==> config.mk <==
export PLATFORM = sky130hd
export DESIGN_NAME = msu_data_reader_flat
export DESIGN_NICKNAME = d
export VERILOG_FILES = /design/src/rtl/msu_pkg.sv /design/src/rtl/msu_data_reader_if.sv /design/src/rtl/msu_byte_fifo.sv /design/src/rtl/msu_data_reader.sv /design/src/flat_wrapper.sv
export SDC_FILE = /design/constraint.sdc
export NUM_CORES = 1
export LEC_CHECK = 0
export BUFFER_PORTS_ARGS = -buffer_cell sky130_fd_sc_hd__buf_4
export CAP_MARGIN = 5
export CORE_UTILIZATION = 53
export CTS_CLUSTER_SIZE = 40
export DETAILED_ROUTE_END_ITERATION = 6
export PLACE_DENSITY = 0.77
export SYNTH_ARGS = -nofsm -noshare
export SYNTH_HDL_FRONTEND = slang
export SYNTH_SLANG_ARGS = --single-unit
==> constraint.sdc <==
create_clock -name CLK -period 2.8 [get_ports CLK]
set_input_delay 0.56 -clock CLK [delete_from_list [all_inputs] [get_ports CLK]]
set_output_delay 0.56 -clock CLK [all_outputs]
set_load 0.01 [all_outputs]
==> src/rtl/msu_pkg.sv <==
// Shared definitions for the MSU data stream reader: FSM state codes,
// default prefetch depth and a small address helper.
package msu_pkg;

    localparam int MSU_FIFO_DEPTH = 8;

    typedef logic [1:0] msu_state_t;

    localparam msu_state_t ST_IDLE  = 2'd0;
    localparam msu_state_t ST_RUN   = 2'd1;
    localparam msu_state_t ST_REQ   = 2'd2;
    localparam msu_state_t ST_DRAIN = 2'd3;

    // HPS fetches whole 16-bit words, so requests always use the even address.
    function automatic logic [31:0] word_align(input logic [31:0] addr);
        return {addr[31:1], 1'b0};
    endfunction

endpackage

==> src/rtl/msu_data_reader_if.sv <==
// Word-fetch bus between the MSU data reader and the HPS side.
interface msu_data_reader_if;

    logic        hps_req;
    logic [31:0] hps_addr;
    logic        hps_ack;
    logic [15:0] hps_data;

    modport master (
        output hps_req,
        output hps_addr,
        input  hps_ack,
        input  hps_data
    );

    modport slave (
        input  hps_req,
        input  hps_addr,
        output hps_ack,
        output hps_data
    );

endinterface

==> src/rtl/msu_byte_fifo.sv <==
// Byte prefetch buffer: accepts up to two bytes per cycle (b0 first),
// releases one byte per cycle, and can be flushed in a single cycle.
module msu_byte_fifo
    import msu_pkg::*;
#(
    parameter int DEPTH = MSU_FIFO_DEPTH,
    localparam int AW = $clog2(DEPTH),
    localparam int CW = AW + 1
) (
    input  logic          CLK,
    input  logic          RST_N,
    input  logic          flush,
    input  logic [1:0]    push_cnt,
    input  logic [7:0]    push_b0,
    input  logic [7:0]    push_b1,
    input  logic          pop,
    output logic [7:0]    head,
    output logic [CW-1:0] count
);

    logic [7:0]    mem [DEPTH];
    logic [AW-1:0] wr_ptr;
    logic [AW-1:0] rd_ptr;
    logic [AW-1:0] wr_ptr_next;
    logic          pop_ok;

    assign wr_ptr_next = wr_ptr + AW'(1);
    assign pop_ok      = pop && (count != '0);
    assign head        = mem[rd_ptr];

    // Byte storage; contents are only meaningful below count, so no reset.
    always_ff @(posedge CLK) begin
        if (!flush) begin
            if (push_cnt != 2'd0) mem[wr_ptr]      <= push_b0;
            if (push_cnt == 2'd2) mem[wr_ptr_next] <= push_b1;
        end
    end

    // Pointers and occupancy; flush empties the buffer regardless of push/pop.
    always_ff @(posedge CLK or negedge RST_N) begin
        if (!RST_N) begin
            wr_ptr <= '0;
            rd_ptr <= '0;
            count  <= '0;
        end else if (flush) begin
            wr_ptr <= '0;
            rd_ptr <= '0;
            count  <= '0;
        end else begin
            wr_ptr <= wr_ptr + AW'(push_cnt);
            if (pop_ok) rd_ptr <= rd_ptr + AW'(1);
            count <= count + CW'(push_cnt) - CW'(pop_ok);
        end
    end

endmodule

==> src/rtl/msu_data_reader.sv <==
// MSU-1 data port reader: prefetches the byte stream from HPS memory one
// 16-bit word at a time and presents it to the SNES $2001 register.
module msu_data_reader
    import msu_pkg::*;
#(
    parameter int FIFO_DEPTH = MSU_FIFO_DEPTH,
    localparam int CW = $clog2(FIFO_DEPTH) + 1
) (
    input  logic              CLK,
    input  logic              RST_N,
    input  logic              seek,
    input  logic [31:0]       seek_addr,
    input  logic              advance,
    output logic [7:0]        data_out,
    output logic              data_busy,
    msu_data_reader_if.master hps
);

    msu_state_t    state;
    logic [31:0]   fetch_addr;
    logic [31:0]   req_addr;
    logic          skip_low;
    logic          busy;
    logic [CW-1:0] fifo_count;
    logic [7:0]    fifo_head;
    logic [1:0]    push_cnt;
    logic          in_req;
    logic          ack_take;
    logic          pop_req;
    logic          room_ok;

    // A request is outstanding in REQ and while draining a superseded one.
    assign in_req   = (state == ST_REQ) || (state == ST_DRAIN);
    // Only an ack for the live request is kept; a same-cycle seek discards it.
    assign ack_take = hps.hps_ack && (state == ST_REQ) && !seek;
    assign pop_req  = advance && !busy && !seek;
    // Room for a full word, judged on the current count only.
    assign room_ok  = fifo_count <= CW'(FIFO_DEPTH - 2);
    assign push_cnt = !ack_take ? 2'd0 : (skip_low ? 2'd1 : 2'd2);

    assign hps.hps_req  = in_req;
    assign hps.hps_addr = req_addr;
    assign data_out     = (fifo_count != '0) ? fifo_head : 8'h00;
    assign data_busy    = busy;

    msu_byte_fifo #(
        .DEPTH (FIFO_DEPTH)
    ) u_fifo (
        .CLK      (CLK),
        .RST_N    (RST_N),
        .flush    (seek),
        .push_cnt (push_cnt),
        .push_b0  (skip_low ? hps.hps_data[15:8] : hps.hps_data[7:0]),
        .push_b1  (hps.hps_data[15:8]),
        .pop      (pop_req),
        .head     (fifo_head),
        .count    (fifo_count)
    );

    // Fetch sequencing: seek restarts the stream, acks advance the fetch pointer.
    always_ff @(posedge CLK or negedge RST_N) begin
        if (!RST_N) begin
            state      <= ST_IDLE;
            fetch_addr <= '0;
            req_addr   <= '0;
            skip_low   <= 1'b0;
        end else if (seek) begin
            fetch_addr <= word_align(seek_addr);
            skip_low   <= seek_addr[0];
            if (in_req && !hps.hps_ack) begin
                // Old request still in flight: keep the bus stable until it acks.
                state <= ST_DRAIN;
            end else begin
                state    <= ST_REQ;
                req_addr <= word_align(seek_addr);
            end
        end else begin
            case (state)
                ST_RUN: begin
                    if (room_ok) begin
                        state    <= ST_REQ;
                        req_addr <= fetch_addr;
                    end
                end
                ST_REQ: begin
                    if (hps.hps_ack) begin
                        state      <= ST_RUN;
                        skip_low   <= 1'b0;
                        fetch_addr <= fetch_addr + 32'd2;
                    end
                end
                ST_DRAIN: begin
                    if (hps.hps_ack) begin
                        state    <= ST_REQ;
                        req_addr <= fetch_addr;
                    end
                end
                default: begin
                end
            endcase
        end
    end

    // Busy from seek until at least two bytes have been buffered.
    always_ff @(posedge CLK or negedge RST_N) begin
        if (!RST_N) begin
            busy <= 1'b0;
        end else if (seek) begin
            busy <= 1'b1;
        end else if (busy && (fifo_count >= CW'(2))) begin
            busy <= 1'b0;
        end
    end

endmodule
==> src/flat_wrapper.sv <==
// flat-port wrapper written by rule: the top's interface ports become plain ports
module msu_data_reader_flat import msu_pkg::*;
#(
    parameter int FIFO_DEPTH = MSU_FIFO_DEPTH,
    localparam int CW = $clog2(FIFO_DEPTH) + 1
)
  (CLK, RST_N, seek, seek_addr, advance, data_out, data_busy, hps_hps_req, hps_hps_addr, hps_hps_ack, hps_hps_data);
  msu_data_reader_if hps_i ();
  input  logic CLK;
  input  logic RST_N;
  input  logic seek;
  input  logic [31:0] seek_addr;
  input  logic advance;
  output logic [7:0] data_out;
  output logic data_busy;
  output wire logic [$bits(hps_i.hps_req)-1:0] hps_hps_req;
  output wire logic [$bits(hps_i.hps_addr)-1:0] hps_hps_addr;
  input wire logic [$bits(hps_i.hps_ack)-1:0] hps_hps_ack;
  input wire logic [$bits(hps_i.hps_data)-1:0] hps_hps_data;
  assign hps_hps_req = hps_i.hps_req;
  assign hps_hps_addr = hps_i.hps_addr;
  assign hps_i.hps_ack = hps_hps_ack;
  assign hps_i.hps_data = hps_hps_data;
  msu_data_reader #(.FIFO_DEPTH(FIFO_DEPTH)) u_core (.CLK(CLK), .RST_N(RST_N), .seek(seek), .seek_addr(seek_addr), .advance(advance), .data_out(data_out), .data_busy(data_busy), .hps(hps_i));
endmodule
==> metrics.yaml, run 1 <==
status: "complete, no violations"
tns_ns: 0
grt_max_degree: 78
seqPwrFrac_pct: 40.1
totalWireLength_um: 18400
cts_buffers: 17
holdWs_ns: 0.290
intPower_w: 0.00478
clk_latency_ns: 0.42
path_max_fanout: 19
wire_per_inst_um: 19.5
period_needed_ns: 2.66
finalPower_w: 0.00668
worst_setup_path_end_kind: "primary output"
leakagePower_nw: 3.70
antennaDiodeCount: 0
root_buffer: "clkbuf_16"
die-height_um: 123
finalHoldViolCount: 0
syn_area_sq_mm: 0.00771
ios: 95
start_util_pct: 54.9
clkTransAtPathRegs_ns: 0.06
dr.first_iter.drc_count: 494
first_global_vias: 5682
placeableCoreArea_sq_mm: 0.0140
syn2layout_area_growth_pct: 20.7
synth.area.top_cells: "dfrtp_1 (25%), edfxtp_1 (25%), mux2_2 (16%)"
slew_viol_final: 0
vias: 5648
setup_viol: 0
synth_edf_count: 64
tightest_slew_ns: 1.02
postSynthCellCount: 644
fp.dieW_um: 123
synth-seq-area-share_pct: 49.9
fmax_ghz: 0.376
crit_type: "flop to primary output"
grt_use_total_pct: 26.6
cts_setup_buffers: 0
synth-main-ff-cell: "dfrtp_1"
cp.required_ns: 2.24
drc_errors: 0
synth_warnings: 0
cts_repair_resize_count: 0
die_area_sq_mm: 0.0150
period_share_pct: 95.0
p_clk_share_pct: 34.2
htree_levels: 4
synth.most_common_cell: "mux2_2"
synth_top_area_share_pct: 25.0
layout-drive-gt1-share_pct: 39.2
start_kind: "flop"
p_per_area_mw_per_mm2: 718
finClkSkew_ns: 0.00688
hpwl_um: 12700
yosysTopAreaCell: "dfrtp_1"
design_area_sq_mm: 0.00930
rsz0062_at_grt: "false"
rows: 43
post-place-ws_ns: 0.247
arrival_ns: 2.10
final_nets: 818
ys_ff_latch: 141
path_depth: 5
syn_area_per_cell_sq_um: 12.0
swShare_pct: 28.4
ant_nets: 0
hold_path_class: "input pin to asynchronous set/reset pin"
vdd_ir_drop_max_mv: 0.422
antenna_found_initial: 0
io_buffer_count: 94
worst_path_dominant_cell_family: "multiplexers"
slowest_stage: "mux4_2"
cp_common_cell: "buf_4"
fin_ws_ns: 0.141
comb_power_share_pct: 25.7
path_cells: "buf_4 > mux4_2 > mux2i_1 > nor2_1 > buf_4"
cts_buffer_depth: 2
p_sw_w: 0.00190
slowest_delay_ns: 0.57
cts.sinks: 141
cp_num_buf_inv: 2
cts_tree: "yes"
cts_hold_buf: 0
dr.pass1.iters: 5
r2r_cells: 11
grt_pass1_wl_um: 29800
place_area_sq_mm: 0.00871
synth-async-reset-ratio_pct: 54.6
synth_cell_types: 59
syn_nets: 710
relSlewSlack_pct: 31.7
vias_per_cell: 5.98
gp_congestion: 0.926
yosys-top-cells-count: "mux2_2 (111), dfrtp_1 (77), edfxtp_1 (64), nand2_1 (54), nor2_1 (43)"
grt-ovfl-total: 0
max-cap-violations: 0
## power groups by stage
| stage | Clock [W] | Combinational [W] | Sequential (W) |
|---|---|---|---|
| after global placement | 0 | 0.00167 | 0.00269 |
| after floorplan | 0 | 0.000925 | 0.00274 |
| final | 0.00228 | 0.00171 | 0.00268 |
| after global routing | 0.00239 | 0.00187 | 0.00272 |
| after detailed placement | 0 | 0.00172 | 0.00271 |
| after CTS | 0.00231 | 0.00173 | 0.00267 |
## stage by stage
step / std cells / utilization, %
floorplan: 644 / -
global placement: 913 / 62.0
detailed placement: 913 / 62.0
CTS: 945 / 66.2
global route: 945 / 66.2
finish: 945 / 66.2
## per-layer routing
metal | vias up | global-route usage [%] | wire, um
met2 | 213 | 43.4 | 9120
li1 | 2599 | - | -
met4 | 0 | 9.91 | 467
met1 | 2801 | 35.1 | 7900
met3 | 35 | 5.53 | 921
met5 | - | 0 | 0
## final timing paths
kind | startpoint | to | slack, ns
worst max-delay path | u_core.u_fifo.rd_ptr[0] | data_out[0] | 0.14
worst min-delay path | RST_N | u_core.fetch_addr[31] | 0.29
worst max register to register | u_core.u_fifo.count[2] | u_core.u_fifo.count[2] | 0.33
worst min register to register | u_core.hps.hps_addr[24] | u_core.hps.hps_addr[24] | 0.51
max in group asynchronous | RST_N | u_core.hps.hps_addr[0] | 1.87
min in group CLK | seek_addr[5] | u_core.fetch_addr[5] | 0.37
## registers in the layout, summed over array words and instances, names as in the netlist
register and cells:
u_core.state 2, u_core.u_fifo.wr_ptr 3, u_core.hps.hps_addr 32, u_core.data_busy 1, u_core.u_fifo.mem 64, u_core.skip_low 1
u_core.u_fifo.rd_ptr 3, u_core.fetch_addr 31, u_core.u_fifo.count 4
## cells in the final DEF (no fill, tap or decap), drive strengths merged, types with 6 or more instances in the layout
master,count
a21oi,8
inv,34
or3,6
nor2,43
nor3,6
nand4,17
xnor2,13
dfrtp,77
nand3,13
mux4,16
buf,122
clkinv,6
nand2b,6
o21ai,40
clkbuf,18
ha,11
and3,7
edfxtp,64
mux2i,11
nor4,18
a31oi,6
nand2,54
mux2,114
## layout make-up
class,count,area (sq um)
Inverter,31,116
Tap cell,180,225
Fill cell,1031,4740
Clock inverter,14,168
Timing Repair Buffer,122,928
Multi-Input combinational cell,439,3590
Clock buffer,18,429
Sequential cell,141,3850
## worst reg2reg max path: stages, from the launching register on
cell	delay (ns)
dfrtp_1	0.38
inv_1	0.08
ha_1	0.17
nor3b_1	0.28
nand3b_1	0.25
inv_1	0.08
ha_1	0.28
inv_1	0.04
ha_1	0.19
fa_1	0.38
xnor2_1	0.17
nor2_1	0.06
## cell families (layout without fill, tap and decap cells)
group | after synthesis | in the layout | share of synthesized area (%)
adders and majority gates | 13 | 13 | 2.30
DFF | 141 | 141 | 49.9
buffers and inverters | 64 | 185 | 3.75
AOI/OAI and AO/OA | 72 | 72 | 5.53
muxes | 141 | 141 | 22.8
xor gates and xnor gates | 17 | 17 | 1.93
and+or+nand+nor | 196 | 196 | 13.8
Note: power is estimated with default switching activity, not from simulation.
==> inputs of run 2 (changes only) <==
--- a/config.mk
+++ b/config.mk
@@ -7,10 +7,10 @@
 export LEC_CHECK = 0
 export BUFFER_PORTS_ARGS = -buffer_cell sky130_fd_sc_hd__buf_4
 export CAP_MARGIN = 5
-export CORE_UTILIZATION = 53
+export CORE_UTILIZATION = 50
 export CTS_CLUSTER_SIZE = 40
 export DETAILED_ROUTE_END_ITERATION = 6
-export PLACE_DENSITY = 0.77
+export PLACE_DENSITY = 0.73
 export SYNTH_ARGS = -nofsm -noshare
 export SYNTH_HDL_FRONTEND = slang
 export SYNTH_SLANG_ARGS = --single-unit
==> run 2 against run 1 <==
  * Setup slack gained 0.050 ns
  * Critical path depth unchanged
  * Non-clock buffer count is 4 higher
  * Sequential share of layout area fell by 0.41 points
  * Die area grew 5.9%
  * Design area up 1.0%
  * Register-to-register slack better by 0.05 ns
  * First-iteration DRC count decreased by 0.81%
  * Critical endpoint unchanged
  * Largest power group unchanged
  * Highest routed layer unchanged
==> metrics.yaml, run 2 (synthesis results as in run 1) <==
crit_type: "flop to primary output"
max-cap-violations: 0  # unchanged
finalHoldViolCount: 0  # unchanged
p_sw_w: 0.00187  # -1.4%
swShare_pct: 27.1  # -1.3 points
grt_max_degree: 78  # unchanged
dr.pass1.iters: 5  # unchanged
cts_hold_buf: 0  # unchanged
clk_latency_ns: 0.42  # about the same
vias: 5588  # -1.1%
rows: 45  # +4.7%
crit_start: "u_core.u_fifo.rd_ptr[0]"
fp.dieW_um: 126  # +2.9%
period_share_pct: 93.2  # -1.8 points
largest-register: "u_core.u_fifo.mem"
p_clk_share_pct: 36.4  # +2.2 points
finClkSkew_ns: 0.00779  # +0.000912 ns
fmax_ghz: 0.383  # +1.9%
vias_per_cell: 5.84  # -2.3%
clkTransAtPathRegs_ns: 0.06  # about the same
final_cells: 957  # +1.3%
layout_common_cells: "buf_4 (125), mux2_2 (111), dfrtp_1 (77), edfxtp_1 (64), nand2_1 (54)"
cp.required_ns: 2.24  # about the same
path_max_fanout: 19  # unchanged
drc_errors: 0  # unchanged
tns_ns: 0  # unchanged
dr.first_iter.drc_count: 490  # -0.81%
finalPower_w: 0.00690  # +3.3%
grt_pass1_wl_um: 30200  # +1.4%
vdd_ir_drop_max_mv: 0.460  # +9.0%
syn2layout_area_growth_pct: 21.9
cts_tree: "yes"
arrival_ns: 2.05  # -0.05 ns
gp_congestion: 0.854  # -7.8%
io_buffer_count: 94  # unchanged
intPower_w: 0.00503  # +5.2%
placeableCoreArea_sq_mm: 0.0151  # +7.9%
setup_viol: 0  # unchanged
worst_setup_path_end_kind: "primary output"
htree_levels: 4  # unchanged
cts.sinks: 141  # unchanged
grt-ovfl-total: 0  # unchanged
rsz0062_at_grt: "false"
first_global_vias: 5757  # +1.3%
leakagePower_nw: 3.75  # +1.4%
holdWs_ns: 0.320  # +0.0304 ns
hpwl_um: 12600  # -0.82%
final_common_cell: "buf_4"
start_kind: "flop"
hold_path_class: "input pin to asynchronous set/reset pin"
relSlewSlack_pct: 33.8  # +2.1 points
r2r-start: "u_core.u_fifo.count[2]"
ant_nets: 0  # unchanged
antennaDiodeCount: 0  # unchanged
layout-drive-gt1-share_pct: 39.1  # -0.074 points
totalWireLength_um: 18400  # about the same
period_needed_ns: 2.61  # -0.0503 ns
dp.cells: 925  # +1.3%
status: "complete, no violations"
antenna_found_initial: 0  # unchanged
slew_viol_final: 0  # unchanged
place_area_sq_mm: 0.00875  # +0.46%
ios: 95  # unchanged
comb_power_share_pct: 24.9  # -0.8 points
cts_buffer_depth: 2  # unchanged
die-height_um: 126  # +2.9%
p_per_area_mw_per_mm2: 734  # +2.3%
seqPwrFrac_pct: 38.7  # -1.4 points
tightest_slew_ns: 0.993  # -0.0295 ns
final_nets: 822  # +0.49%
start_util_pct: 50.9  # -4.0 points
cts_buffers: 17  # unchanged
largest_reg_flops: 64  # unchanged
fillers: 1193  # +16%
design_area_sq_mm: 0.00940  # +1.0%
cts_repair_resize_count: 0  # unchanged
wire_per_inst_um: 19.2  # -1.2%
grt_use_total_pct: 24.6  # -2.0 points
cts_setup_buffers: 0  # unchanged
die_area_sq_mm: 0.0159  # +5.9%
root_buffer: "clkbuf_16"
==> run 2: changes by cell type in the layout (fill, tap and decap cells not counted), sizes merged <==
cell      before  now
clkbuf        18   17
clkinv         6    8
clkinvlp       2    1
inv           34   31
buf          122  126
bufinv         3    6
==> run 2: worst max-delay path, cell delays in order, from the launching register on <==
cell and delay [ns]:
dfrtp_1 0.32, buf_4 0.35, mux4_2 0.56, mux2i_1 0.18
nor2_1 0.08, buf_4 0.14
==> run 2: metrics by stage <==
step,util (%),setup WS (ns)
detailed placement,57.7,0.281
CTS,62.0,0.158
finish,62.0,0.192
global route,62.0,0.0762
floorplan,-,0.0733
global placement,57.7,0.328
==> run 2: path summary, 6_finish.rpt <==
kind / slack, ns / depth (start not counted) / to
setup reg to reg: 0.38 / 11 / u_core.u_fifo.count[2]
max in group asynchronous: 1.86 / 1 / u_core.u_fifo.wr_ptr[2]
hold / removal: 0.32 / 1 / u_core.hps.hps_addr[19]
min in group CLK: 0.36 / 3 / u_core.fetch_addr[12]
hold reg to reg: 0.50 / 1 / u_core.hps.hps_addr[30]
setup / recovery: 0.19 / 5 / data_out[0]
==> run 2: layout make-up <==
| cell class | count | area (sq um) | share of cell area, % |
|---|---|---|---|
| sequential | 141 | 3850 | 41.0 |
| multi-input combinational | 439 | 3590 | 38.2 |
| timing repair buffer | 126 | 958 | 10.2 |
| clock buffer | 17 | 425 | 4.53 |
| tap | 188 | 235 | 2.50 |
| clock inverter | 15 | 225 | 2.40 |
| inverter | 31 | 116 | 1.24 |
==> run 2: layer usage <==
metal  wire (um)  global-route usage, %  part of all wire [%]  vias to the layer above
li1            -                      -                     -                     2606
met1        7970                   32.1                    43                     2788
met2        9310                   40.8                    51                      171
met3         799                   4.80                   4.3                       23
met4         346                   9.43                   1.9                        0
met5           0                      0                     0                        -
==> run 2: power groups by stage <==
stage | Sequential [W] | Clock (W) | Combinational (W)
2_1_floorplan | 0.00274 | 0 | 0.000925
4_1_cts | 0.00267 | 0.00254 | 0.00174
3_5_place_dp | 0.00270 | 0 | 0.00173
6_report | 0.00267 | 0.00251 | 0.00172
3_3_place_gp | 0.00269 | 0 | 0.00167
5_1_grt | 0.00271 | 0.00262 | 0.00186
==> inputs of run 3 (changes only) <==
--- a/config.mk
+++ b/config.mk
@@ -10,7 +10,7 @@
 export CORE_UTILIZATION = 50
 export CTS_CLUSTER_SIZE = 40
 export DETAILED_ROUTE_END_ITERATION = 6
-export PLACE_DENSITY = 0.73
+export PLACE_DENSITY = 0.7
 export SYNTH_ARGS = -nofsm -noshare
 export SYNTH_HDL_FRONTEND = slang
 export SYNTH_SLANG_ARGS = --single-unit
==> constraint.sdc (replaced) <==
create_clock -name CLK -period 2.5 [get_ports CLK]
set_input_delay 0.5 -clock CLK [delete_from_list [all_inputs] [get_ports CLK]]
set_output_delay 0.5 -clock CLK [all_outputs]
set_load 0.01 [all_outputs]
==> run 3 against run 2 <==
  * Worst hold slack got worse by 0.27 ns
  * Combinational power rose by 15%
  * Wire length fell by 0.84%
  * Global-route usage barely moved
  * Utilization rose by 0.099 points
  * Setup slack got worse by 0.13 ns
  * Sequential cell count did not move
  * Clock power fell by 4%
  * Die area did not move
  * Highest routed layer unchanged
==> metrics.yaml, run 3 (synthesis results as in run 1) <==
grt-ovfl-total: 0  # unchanged
status: "complete, no violations"
p_per_area_mw_per_mm2: 784  # +6.7%
finalHoldViolCount: 0  # unchanged
r2r-start: "u_core.u_fifo.count[2]"
hpwl_um: 12700  # +1.0%
finalPower_w: 0.00738  # +6.9%
final_common_cell: "buf_4"
vias_per_cell: 5.77  # -1.3%
wire_per_inst_um: 19.0  # -1.2%
io_buffer_count: 94  # unchanged
htree_levels: 4  # unchanged
ant_nets: 0  # unchanged
clkTransAtPathRegs_ns: 0.06  # about the same
fp.dieW_um: 126  # unchanged
period_share_pct: 97.7
cp.required_ns: 2.00  # -0.24 ns
start_kind: "flop"
r2r_setup_slack_ns: 0.17  # -0.21 ns
ios: 95  # unchanged
start_util_pct: 50.9  # unchanged
drc_errors: 0  # unchanged
largest_reg_flops: 64  # unchanged
fmax_ghz: 0.409
vias: 5541  # -0.84%
crit_type: "flop to primary output"
rows: 45  # unchanged
arrival_ns: 1.94  # -0.11 ns
final_nets: 826  # +0.49%
placeableCoreArea_sq_mm: 0.0151  # unchanged
totalWireLength_um: 18300  # -0.84%
design_area_sq_mm: 0.00941  # +0.16%
cts_buffers: 17  # unchanged
final_core_util_pct: 62.1  # +0.099 points
first_global_vias: 5752  # -0.087%
dr.first_iter.drc_count: 368  # -25%
layout-drive-gt1-share_pct: 40.0  # +0.83 points
dr.pass1.iters: 5  # unchanged
largest-register: "u_core.u_fifo.mem"
grt_pass1_wl_um: 30000  # -0.87%
place_area_sq_mm: 0.00882  # +0.80%
root_buffer: "clkbuf_16"
leakagePower_nw: 3.73  # -0.53%
grt_use_total_pct: 24.6  # about the same
die_area_sq_mm: 0.0159  # unchanged
clk_latency_ns: 0.43  # about the same
hold_path_class: "input pin to asynchronous set/reset pin"
period_needed_ns: 2.44
max-cap-violations: 0  # unchanged
tightest_slew_ns: 0.735  # -0.258 ns
finClkSkew_ns: 0.00693  # -0.000858 ns
slew_viol_final: 0  # unchanged
cts_hold_buf: 0  # unchanged
grt_max_degree: 40  # -49%
cts.sinks: 141  # unchanged
layout_common_cells: "buf_4 (125), mux2_2 (111), dfrtp_1 (77), edfxtp_1 (64), nand2_1 (54)"
setup_viol: 0  # unchanged
cts_buffer_depth: 2  # unchanged
rsz0062_at_grt: "true"
cts_tree: "yes"
r2r_cells: 10  # -1
antennaDiodeCount: 0  # unchanged
path_max_fanout: 11  # -8
gp_congestion: 0.886  # +3.8%
die-height_um: 126  # unchanged
syn2layout_area_growth_pct: 22.1
reg2reg_to: "u_core.u_fifo.count[1]"
fin_ws_ns: 0.0580  # -0.134 ns
post-place-ws_ns: 0.140  # -0.141 ns
antenna_found_initial: 0  # unchanged
relSlewSlack_pct: 50.6  # +17 points
vdd_ir_drop_max_mv: 0.494  # +7.3%
worst_setup_path_end_kind: "primary output"
==> run 3: where the power goes <==
part           switching [W]  total [W]  leakage, nW  internal (W)
Clock               0.000946    0.00240        0.255       0.00145
Sequential          0.000234    0.00300         1.50       0.00276
Combinational       0.000912    0.00198         1.98       0.00107
Total                0.00209    0.00738         3.73       0.00528
==> run 3: metal layers <==
| layer | GRT usage, % | share of wire, % |
|---|---|---|
| met1 | 30.8 | 42 |
| met2 | 42.0 | 51 |
| met3 | 5.01 | 4.7 |
| met4 | 9.57 | 1.9 |
| met5 | 0 | 0 |
==> run 3: worst max-delay path by stage <==
stage                                 start  depth (start not counted)                endpoint
floorplan                              seek                         11  u_core.u_fifo.count[3]
global placement                       seek                          9  u_core.u_fifo.count[3]
detailed placement   u_core.u_fifo.count[2]                         11  u_core.u_fifo.count[2]
CTS                 u_core.u_fifo.rd_ptr[0]                          5             data_out[1]
global route        u_core.u_fifo.rd_ptr[0]                          5             data_out[1]
finish              u_core.u_fifo.rd_ptr[0]                          5             data_out[1]
==> run 3: per-stage QoR <==
| stage | cells | setup TNS, ns | hold WS (ns) |
|---|---|---|---|
| 2_1_floorplan | 644 | 0 | 0.204 |
| 3_3_place_gp | 928 | 0 | 0.482 |
| 3_5_place_dp | 928 | 0 | 0.495 |
| 4_1_cts | 960 | 0 | 0.0626 |
| 5_1_grt | 961 | -0.0763 | 0.0886 |
| 6_report | 961 | 0 | 0.0455 |
==> run 3: cell type report <==
type                            instances  area [sq um]
Timing Repair Buffer                  130          1030
Sequential cell                       141          3850
Inverter                               31           116
Multi-Input combinational cell        439          3620
Fill cell                            1181          5730
Clock buffer                           20           437
Clock inverter                         12           123
Tap cell                              188           235
==> run 3: repair_timing <==
item,4_1_cts,5_1_grt
resized for setup,1,6
endpoints found under the setup margin,1,5
setup buffers,0,1
gates cloned,0,0
==> run 3: worst max-delay path, stage by stage, from the launching register on <==
cell	delay, ns
dfrtp_1	0.40
buf_12	0.17
mux4_2	0.53
mux2i_2	0.19
nor2_1	0.07
buf_4	0.14
